==> src/rtl/register_bank_16x32.sv <==
// register_bank_16x32: 16x32 register bank with one-hot write select, two bypassed registered read ports, sticky enable error and write counter
module register_bank_16x32 #(
   parameter int DATA_WIDTH = 32,
   parameter logic [DATA_WIDTH-1:0] RESET_VALUE = '0
) (
   input  logic                  clk,
   input  logic                  reset,
   input  logic [15:0]           reg_enable,
   input  logic                  write_strobe,
   input  logic [DATA_WIDTH-1:0] write_data,
   input  logic [3:0]            read_addr_a,
   input  logic [3:0]            read_addr_b,
   input  logic                  error_clear,
   output logic [DATA_WIDTH-1:0] read_data_a,
   output logic [DATA_WIDTH-1:0] read_data_b,
   output logic                  enable_error,
   output logic [15:0]           write_count
);
   logic [DATA_WIDTH-1:0] regs [16];
   logic one_hot, commit, bad;
   always_comb begin
      one_hot = (reg_enable != '0) && ((reg_enable & (reg_enable - 16'd1)) == '0);
      commit  = write_strobe && one_hot;
      bad     = write_strobe && !one_hot;
   end
   always_ff @(posedge clk or posedge reset) begin
      if (reset) begin
         for (int i = 0; i < 16; i++) regs[i] <= RESET_VALUE;
         read_data_a  <= RESET_VALUE;
         read_data_b  <= RESET_VALUE;
         enable_error <= 1'b0;
         write_count  <= '0;
      end else begin
         for (int i = 0; i < 16; i++) if (commit && reg_enable[i]) regs[i] <= write_data;
         read_data_a  <= (commit && reg_enable[read_addr_a]) ? write_data : regs[read_addr_a];
         read_data_b  <= (commit && reg_enable[read_addr_b]) ? write_data : regs[read_addr_b];
         enable_error <= bad ? 1'b1 : error_clear ? 1'b0 : enable_error;
         write_count  <= write_count + 16'(commit);
      end
   end
endmodule
==> config.mk <==
export PLATFORM = sky130hd
export DESIGN_NAME = register_bank_16x32
export DESIGN_NICKNAME = d
export VERILOG_FILES = /design/src/rtl/register_bank_16x32.sv
export SDC_FILE = /design/constraint.sdc
export NUM_CORES = 1
export LEC_CHECK = 0
export ABC_AREA = 1
export BUFFER_PORTS_ARGS = -buffer_cell sky130_fd_sc_hd__buf_2
export CORE_MARGIN = 3
export CORE_UTILIZATION = 30
export CTS_CLUSTER_DIAMETER = 120
export DETAILED_ROUTE_END_ITERATION = 12
export PLACE_DENSITY = 0.43
export SETUP_SLACK_MARGIN = 0.02
export SYNTH_ARGS = -nofsm -noshare
export SYNTH_HDL_FRONTEND = slang
export SYNTH_SLANG_ARGS = --single-unit
==> constraint.sdc <==
create_clock -name clk -period 24 [get_ports clk]
set_input_delay 4.8 -clock clk [delete_from_list [all_inputs] [get_ports clk]]
set_output_delay 4.8 -clock clk [all_outputs]
set_load 0.02 [all_outputs]
==> out/qor.csv, run 1 <==
metric;value;unit
status;finished, final reports clean;
core box area;115000;um^2
post-route ant nets;0;
Vias;35000;
cell mode on critical path;buf_4;
Synth Register Bits;593;
Final setup viols;0;
Die H;346;um
vias in the first global route;33200;
crit path capture type;flip-flop;
max-cap violations;0;
slew margin rel.;0.178;
Metal-1 WL;74100;um
H-tree depth;3;
crit path launch type;primary input;
reg2reg setup slack;22.01;ns
DR DRC count;0;
Iteration-0 DRC Markers;4144;
Overflow after GRT;0;
final worst slack;13.59;ns
Final Slew Violations;0;
Cell Area, Synth;34700;um^2
initial core utilization;0.303;
# IOs;141;
Crit Path Max Fanout;86;
postcts setup bufs;0;
Clock Tree Buf Depth;3;
Max Clock Freq;0.0960;GHz
final hold viol count;0;
Synth Instances;4782;
# rows;124;
most area-hungry cell type in the Yosys netlist;dfrtp_1;
worst path arrival time;10.92;ns
DIE WIDTH;346;um
total CTS buffers;75;
IO buf count;140;
hold path start;write_count[15]$_DFF_PP0_;
warnings from Yosys;0;
WL per Instance;26.4;um
Hold EP;write_count[15]$_DFF_PP0_;
hold path depth;1;
top post-synthesis cells by area;dfrtp_1, nand2_1, nand4_1;
period utilization;0.434;
worst slew pin tran;1.23;ns
sequential fraction of the synthesis area;0.427;
VDD IR max;52.2;uV
post-layout minimum cycle time;10.41;ns
1st-pass router iterations;7;
initial antenna violation count;14;
vias per cell;5.72;
Worst-path clk slew;0.05;ns
Area growth, synth to finish;9.06;%
Crit Path Class;in -> reg;
first-pass GRT wire length;238000;um
clock sink total;593;
final setup TNS;0;ns
routability cong.;0.797;
slowest cell on the critical path;buf_4;
Final Skew;0.0171;ns
PD cells;65.8;nW/um^2
RSZ-0062 raised after global routing;no;
routed wl met3;12600;um
FF-to-FF Start;write_count[0]$_DFF_PP0_;
post-cts resize count;0;
top cell type's share of synthesized area;0.427;
hold crit path type;reg -> reg;
drt total wl;161000;um
post-DP HPWL;85600;um
R2R Path End;write_count[15]$_DFF_PP0_;
FF-to-FF path depth;9;
worst skew pair latency;0.65;ns
Nets;4601;
CP cell instances;buf_2, buf_4, nor2_1, nand2_1, nor2_1, nor2_1, nand2_2, nor2_8, buf_4, buf_4, buf_4, nand3_4, nand2_1, nand2_1;
Max Used Layer;met5;
CTS hold repair buffers;0;
Place WS;13.08;ns
Unique masters post-synth;31;
leak pwr;0.0180;uW
slowest stage delay, CP;0.92;ns
Post-Syn Nets;4845;
Die ar.;120000;um^2
Critical Path RT;24.51;ns
syn avg cell area;7.26;um^2
CTS tree;yes;
GRT Overall Usage;0.263;
root buf cell;clkbuf_16;
share of cells above drive strength 1;0.0793;
met2 routed WL;70900;um
pin count of the biggest net entering global routing;164;
-- layout make-up --
| cell class | instances | area (um^2) |
|---|---|---|
| clock inverter | 11 | 83.8 |
| clock buffer | 117 | 2340 |
| fill | 12300 | 76800 |
| sequential | 593 | 14800 |
| inverter | 216 | 830 |
| antenna | 5 | 12.5 |
| timing repair buffer | 215 | 1340 |
| tap | 1512 | 1890 |
| multi-input combinational | 3437 | 16500 |
-- power by group --
group | total, uW | leakage [uW] | switching, uW | internal, uW
Combinational | 318 | 0.00864 | 255 | 62.6
Sequential | 1020 | 0.00818 | 7.10 | 1010
Clock | 1160 | 0.00120 | 480 | 677
Total | 2490 | 0.0180 | 742 | 1750
-- per-layer routing --
metal	vias up	GRT usage
met5	-	0
met4	4	0.0718
met2	1463	0.400
li1	15900	-
met1	17400	0.383
met3	200	0.0450
-- critical path: cells and delay by family --
family	cells	cell delay, ns
simple gates	9	2.44
buf+inv	5	3.48
-- cell usage after synthesis --
cell      count
nand2_1    1338
o21ai_0     686
dfrtp_1     593
nand4_1     578
clkbuf_1    355
a21oi_1     344
inv_1       212
nor2_1      185
nand3_1     137
buf_2        67
o211ai_1     58
o22ai_1      58
buf_1        52
buf_6        52
nand3_4      10
xor2_1        8
buf_8         7
nor3_1        7
xnor2_1       6
o21a_1        4
o21ai_1       4
buf_4         3
ha_1          3
inv_2         3
nand2_2       3
and2_1        2
nor2_2        2
nor2_8        2
clkinv_1      1
nand3_2       1
nor2_4        1
-- layout by cell type, fill, tap and decap left out, types with 5 or more instances in the layout --
cell / n
a21oi_1: 344
buf_2: 133
buf_4: 75
clkbuf_1: 18
clkbuf_16: 81
clkbuf_8: 18
clkinv_2: 10
dfrtp_1: 593
diode_2: 5
inv_1: 205
inv_2: 6
nand2_1: 1338
nand3_1: 130
nand3_2: 8
nand3_4: 10
nand4_1: 578
nor2_1: 185
nor3_1: 7
o211ai_1: 58
o21ai_0: 686
o22ai_1: 58
xnor2_1: 6
xor2_1: 8
-- sequential cells by signal, indices dropped and copies added, names as in the netlist --
register / count
read_data_a: 32
read_data_b: 32
enable_error: 1
write_count: 16
regs: 512
-- logic make-up (layout without fill, tap and decap cells) --
kind of cell    after synthesis  in the layout  share of synthesized area
simple gates               2266           2266                      0.298
compound gates             1154           1154                      0.173
buf+inv                     752            559                     0.0975
flops                       593            593                      0.427
xor+xnor                     14             14                    0.00353
fa+ha+maj                     3              3                    0.00108
other cells                   0              5                          0
-- metrics by stage --
stage | instances | power, uW | hold slack [ns] | instance area [um^2] | utilization
2_1_floorplan | 4782 | 1220 | 0.442 | 34700 | -
4_1_cts | 6101 | 2520 | 0.472 | 37900 | 0.330
3_5_place_dp | 5973 | 1350 | 0.458 | 35400 | 0.309
5_1_grt | 6101 | 2570 | 0.485 | 37900 | 0.330
6_report | 6106 | 2490 | 0.465 | 37900 | 0.330
3_3_place_gp | 5973 | 1350 | 0.455 | 35400 | 0.309
-- worst max-delay path by stage --
stage / from / to / slack, ns / cells after the start
detailed placement: reg_enable[15] / read_data_a[9]$_DFF_PP0_ / 13.08 / 14
global route: reg_enable[15] / read_data_a[9]$_DFF_PP0_ / 13.38 / 14
floorplan: reset / enable_error$_DFFE_PP0P_ / 2.60 / 1
CTS: reg_enable[15] / read_data_a[9]$_DFF_PP0_ / 13.79 / 14
global placement: reg_enable[15] / read_data_a[29]$_DFF_PP0_ / 13.20 / 14
finish: reg_enable[15] / read_data_a[24]$_DFF_PP0_ / 13.59 / 14
Note: power is estimated with default switching activity, not from simulation.
==> run 2, diff against run 1 <==
==> constraint.sdc (replaced) <==
create_clock -name clk -period 10.46 [get_ports clk]
set_input_delay 2.092 -clock clk [delete_from_list [all_inputs] [get_ports clk]]
set_output_delay 2.092 -clock clk [all_outputs]
set_load 0.02 [all_outputs]
==> out/qor.csv, run 2 (synthesized netlist as in run 1, its figures left out) <==
metric;value;unit;change
initial core utilization;0.303;;unchanged
pin count of the biggest net entering global routing;162;;-1.2%
Die ar.;120000;um^2;unchanged
CTS tree;yes;;
WL per Instance;26.0;um;-1.8%
DIE WIDTH;346;um;unchanged
RSZ-0062 raised after global routing;no;;
max-cap violations;0;;unchanged
postcts setup bufs;0;;unchanged
Die H;346;um;unchanged
Logic pwr share;0.123;;-0.004
root buf cell;clkbuf_16;;
post-route ant nets;0;;unchanged
Critical Path RT;10.98;ns;-13.53 ns
slowest stage delay, CP;0.99;ns;+0.07 ns
initial antenna violation count;15;;+1
Nets;4595;;-0.13%
routed wl met3;10800;um;-14%
Final Skew;0.0185;ns;+0.00139 ns
Area growth, synth to finish;9.79;%;
Final setup viols;0;;unchanged
leak pwr;0.0181;uW;+0.67%
1st-pass router iterations;7;;unchanged
# rows;124;;unchanged
Overflow after GRT;0;;unchanged
routability cong.;0.792;;-0.61%
Switching Share;0.292;;-0.00584
Crit Path Class;in -> reg;;
Hold WS;0.469;ns;+0.00420 ns
VDD IR max;95.4;uV;+83%
crit path launch type;primary input;;
Vias;34700;;-0.77%
WP buf/inv;3;;-2
vias per cell;5.68;;-0.79%
slowest cell on the critical path;nand3_2;;
DR DRC count;0;;unchanged
Sequential Power Share;0.394;;-0.015
post-cts resize count;0;;unchanged
worst skew pair latency;0.65;ns;about the same
CP cell instances;buf_2, buf_4, nor2_1, nand2_1, nor2_1, nand2_1, nor2_1, nor2_1, nand2_2, nor2_8, buf_4, nand3_2, nand2_1, nand2_1;;
Worst-path clk slew;0.06;ns;about the same
status;finished, final reports clean;;
worst slew pin tran;1.12;ns;-0.116 ns
filler cell count;12200;;-0.63%
final core occ;0.333;;+0.00220
post-layout minimum cycle time;5.66;ns;
Worst path top cell family by delay;simple AND/OR/NAND/NOR gates;;
Clock Tree Buf Depth;3;;unchanged
period utilization;0.541;;
worst path arrival time;6.18;ns;-4.74 ns
Max Clock Freq;0.177;GHz;
# IOs;141;;unchanged
Metal-1 WL;74100;um;about the same
core box area;115000;um^2;unchanged
total CTS buffers;75;;unchanged
Reg with most FFs;regs;;
final setup TNS;0;ns;unchanged
clock sink total;593;;unchanged
leading cell type in the layout, fill and taps excluded;nand2_1;;
post-DP HPWL;85400;um;-0.24%
drt total wl;159000;um;-1.8%
hold crit path type;reg -> reg;;
first-pass GRT wire length;235000;um;-1.1%
max FFs per register;512;;unchanged
Crit Path Max Fanout;52;;-40%
most frequent cells in the layout;nand2_1, o21ai_0, dfrtp_1;;
CTS hold repair buffers;0;;unchanged
slew margin rel.;0.254;;+0.0766
GRT Overall Usage;0.258;;-0.00441
Max Used Layer;met5;;
IO buf count;140;;unchanged
largest registers;regs: 512 flops, read_data_a: 32 flops, read_data_b: 32 flops;;
crit path capture type;flip-flop;;
share of cells above drive strength 1;0.0823;;+0.00301
met2 routed WL;69000;um;-2.6%
clock power share;0.483;;+0.019
P_sw;1730;uW;+130%
final hold viol count;0;;unchanged
H-tree depth;3;;unchanged
Final Slew Violations;0;;unchanged
vias in the first global route;33100;;-0.41%
Iteration-0 DRC Markers;4083;;-1.5%
PD cells;156;nW/um^2;+140%
internal power;4200;uW;+140%
run 2: cell count changes in the layout (fill, tap and decap cells not counted), moves of 2 or more:
| cell | delta |
|---|---|
| buf_12 | +5 |
| clkbuf_16 | -2 |
| clkinv_2 | +8 |
| bufinv_16 | +7 |
| buf_4 | -11 |
| clkbuf_8 | +5 |
| clkbuf_1 | -12 |
run 2: layout make-up:
cell class              count  area (um^2)  share of cell area
clock buffers             108         2320              0.0608
clock inverters            28          352             0.00922
repair buffers            209         1350              0.0355
inverters                 216          826              0.0217
flip-flops and latches    593        14800               0.389
well taps                1512         1890              0.0496
multi-input cells        3437        16500               0.434
diodes                      4         10.0            0.000263
run 2: final timing paths:
path	from	end	slack, ns	cells after the start
max in group asynchronous	reset	read_data_a[1]$_DFF_PP0_	7.21	4
min	regs[24]$_DFFE_PP0P_	regs[24]$_DFFE_PP0P_	0.47	2
max	reg_enable[5]	regs[186]$_DFFE_PP0P_	4.80	14
min in group asynchronous	reset	read_data_a[22]$_DFF_PP0_	1.39	2
max reg2reg	write_count[0]$_DFF_PP0_	write_count[15]$_DFF_PP0_	8.50	9
min reg2reg	regs[24]$_DFFE_PP0P_	regs[24]$_DFFE_PP0P_	0.47	2
run 2: worst reg2reg max path, stage by stage (launching register included):
cell	delay (ns)
dfrtp_1	0.35
ha_1	0.20
nand2_1	0.07
nor2_1	0.15
nand3_1	0.13
nor2_1	0.22
nand2_1	0.08
nor3_1	0.32
nand4_1	0.17
xnor2_1	0.16
run 2: stage by stage:
| step | instance area (um^2) | cells | setup WS [ns] | power (uW) |
|---|---|---|---|---|
| after floorplan | 34700 | 4782 | 0.283 | 2800 |
| after CTS | 38100 | 6103 | 4.88 | 5970 |
| after detailed placement | 35400 | 5967 | 4.19 | 3100 |
| after global routing | 38100 | 6103 | 4.55 | 6130 |
| after global placement | 35400 | 5967 | 4.20 | 3100 |
| final | 38100 | 6107 | 4.80 | 5930 |
run 2: power by group through the flow:
stage          logic (uW)  registers [uW]  clock network (uW)
3_3_place_gp          720            2380                   0
2_1_floorplan         390            2410                   0
6_report              728            2340                2860
3_5_place_dp          719            2380                   0
4_1_cts               721            2340                2910
5_1_grt               781            2340                3010
run 2: per-layer routing:
layer / vias up / global-route usage
met4: 6 / 0.0766
met3: 238 / 0.0384
met1: 17200 / 0.380
met2: 1330 / 0.391
li1: 15900 / -
met5: - / 0
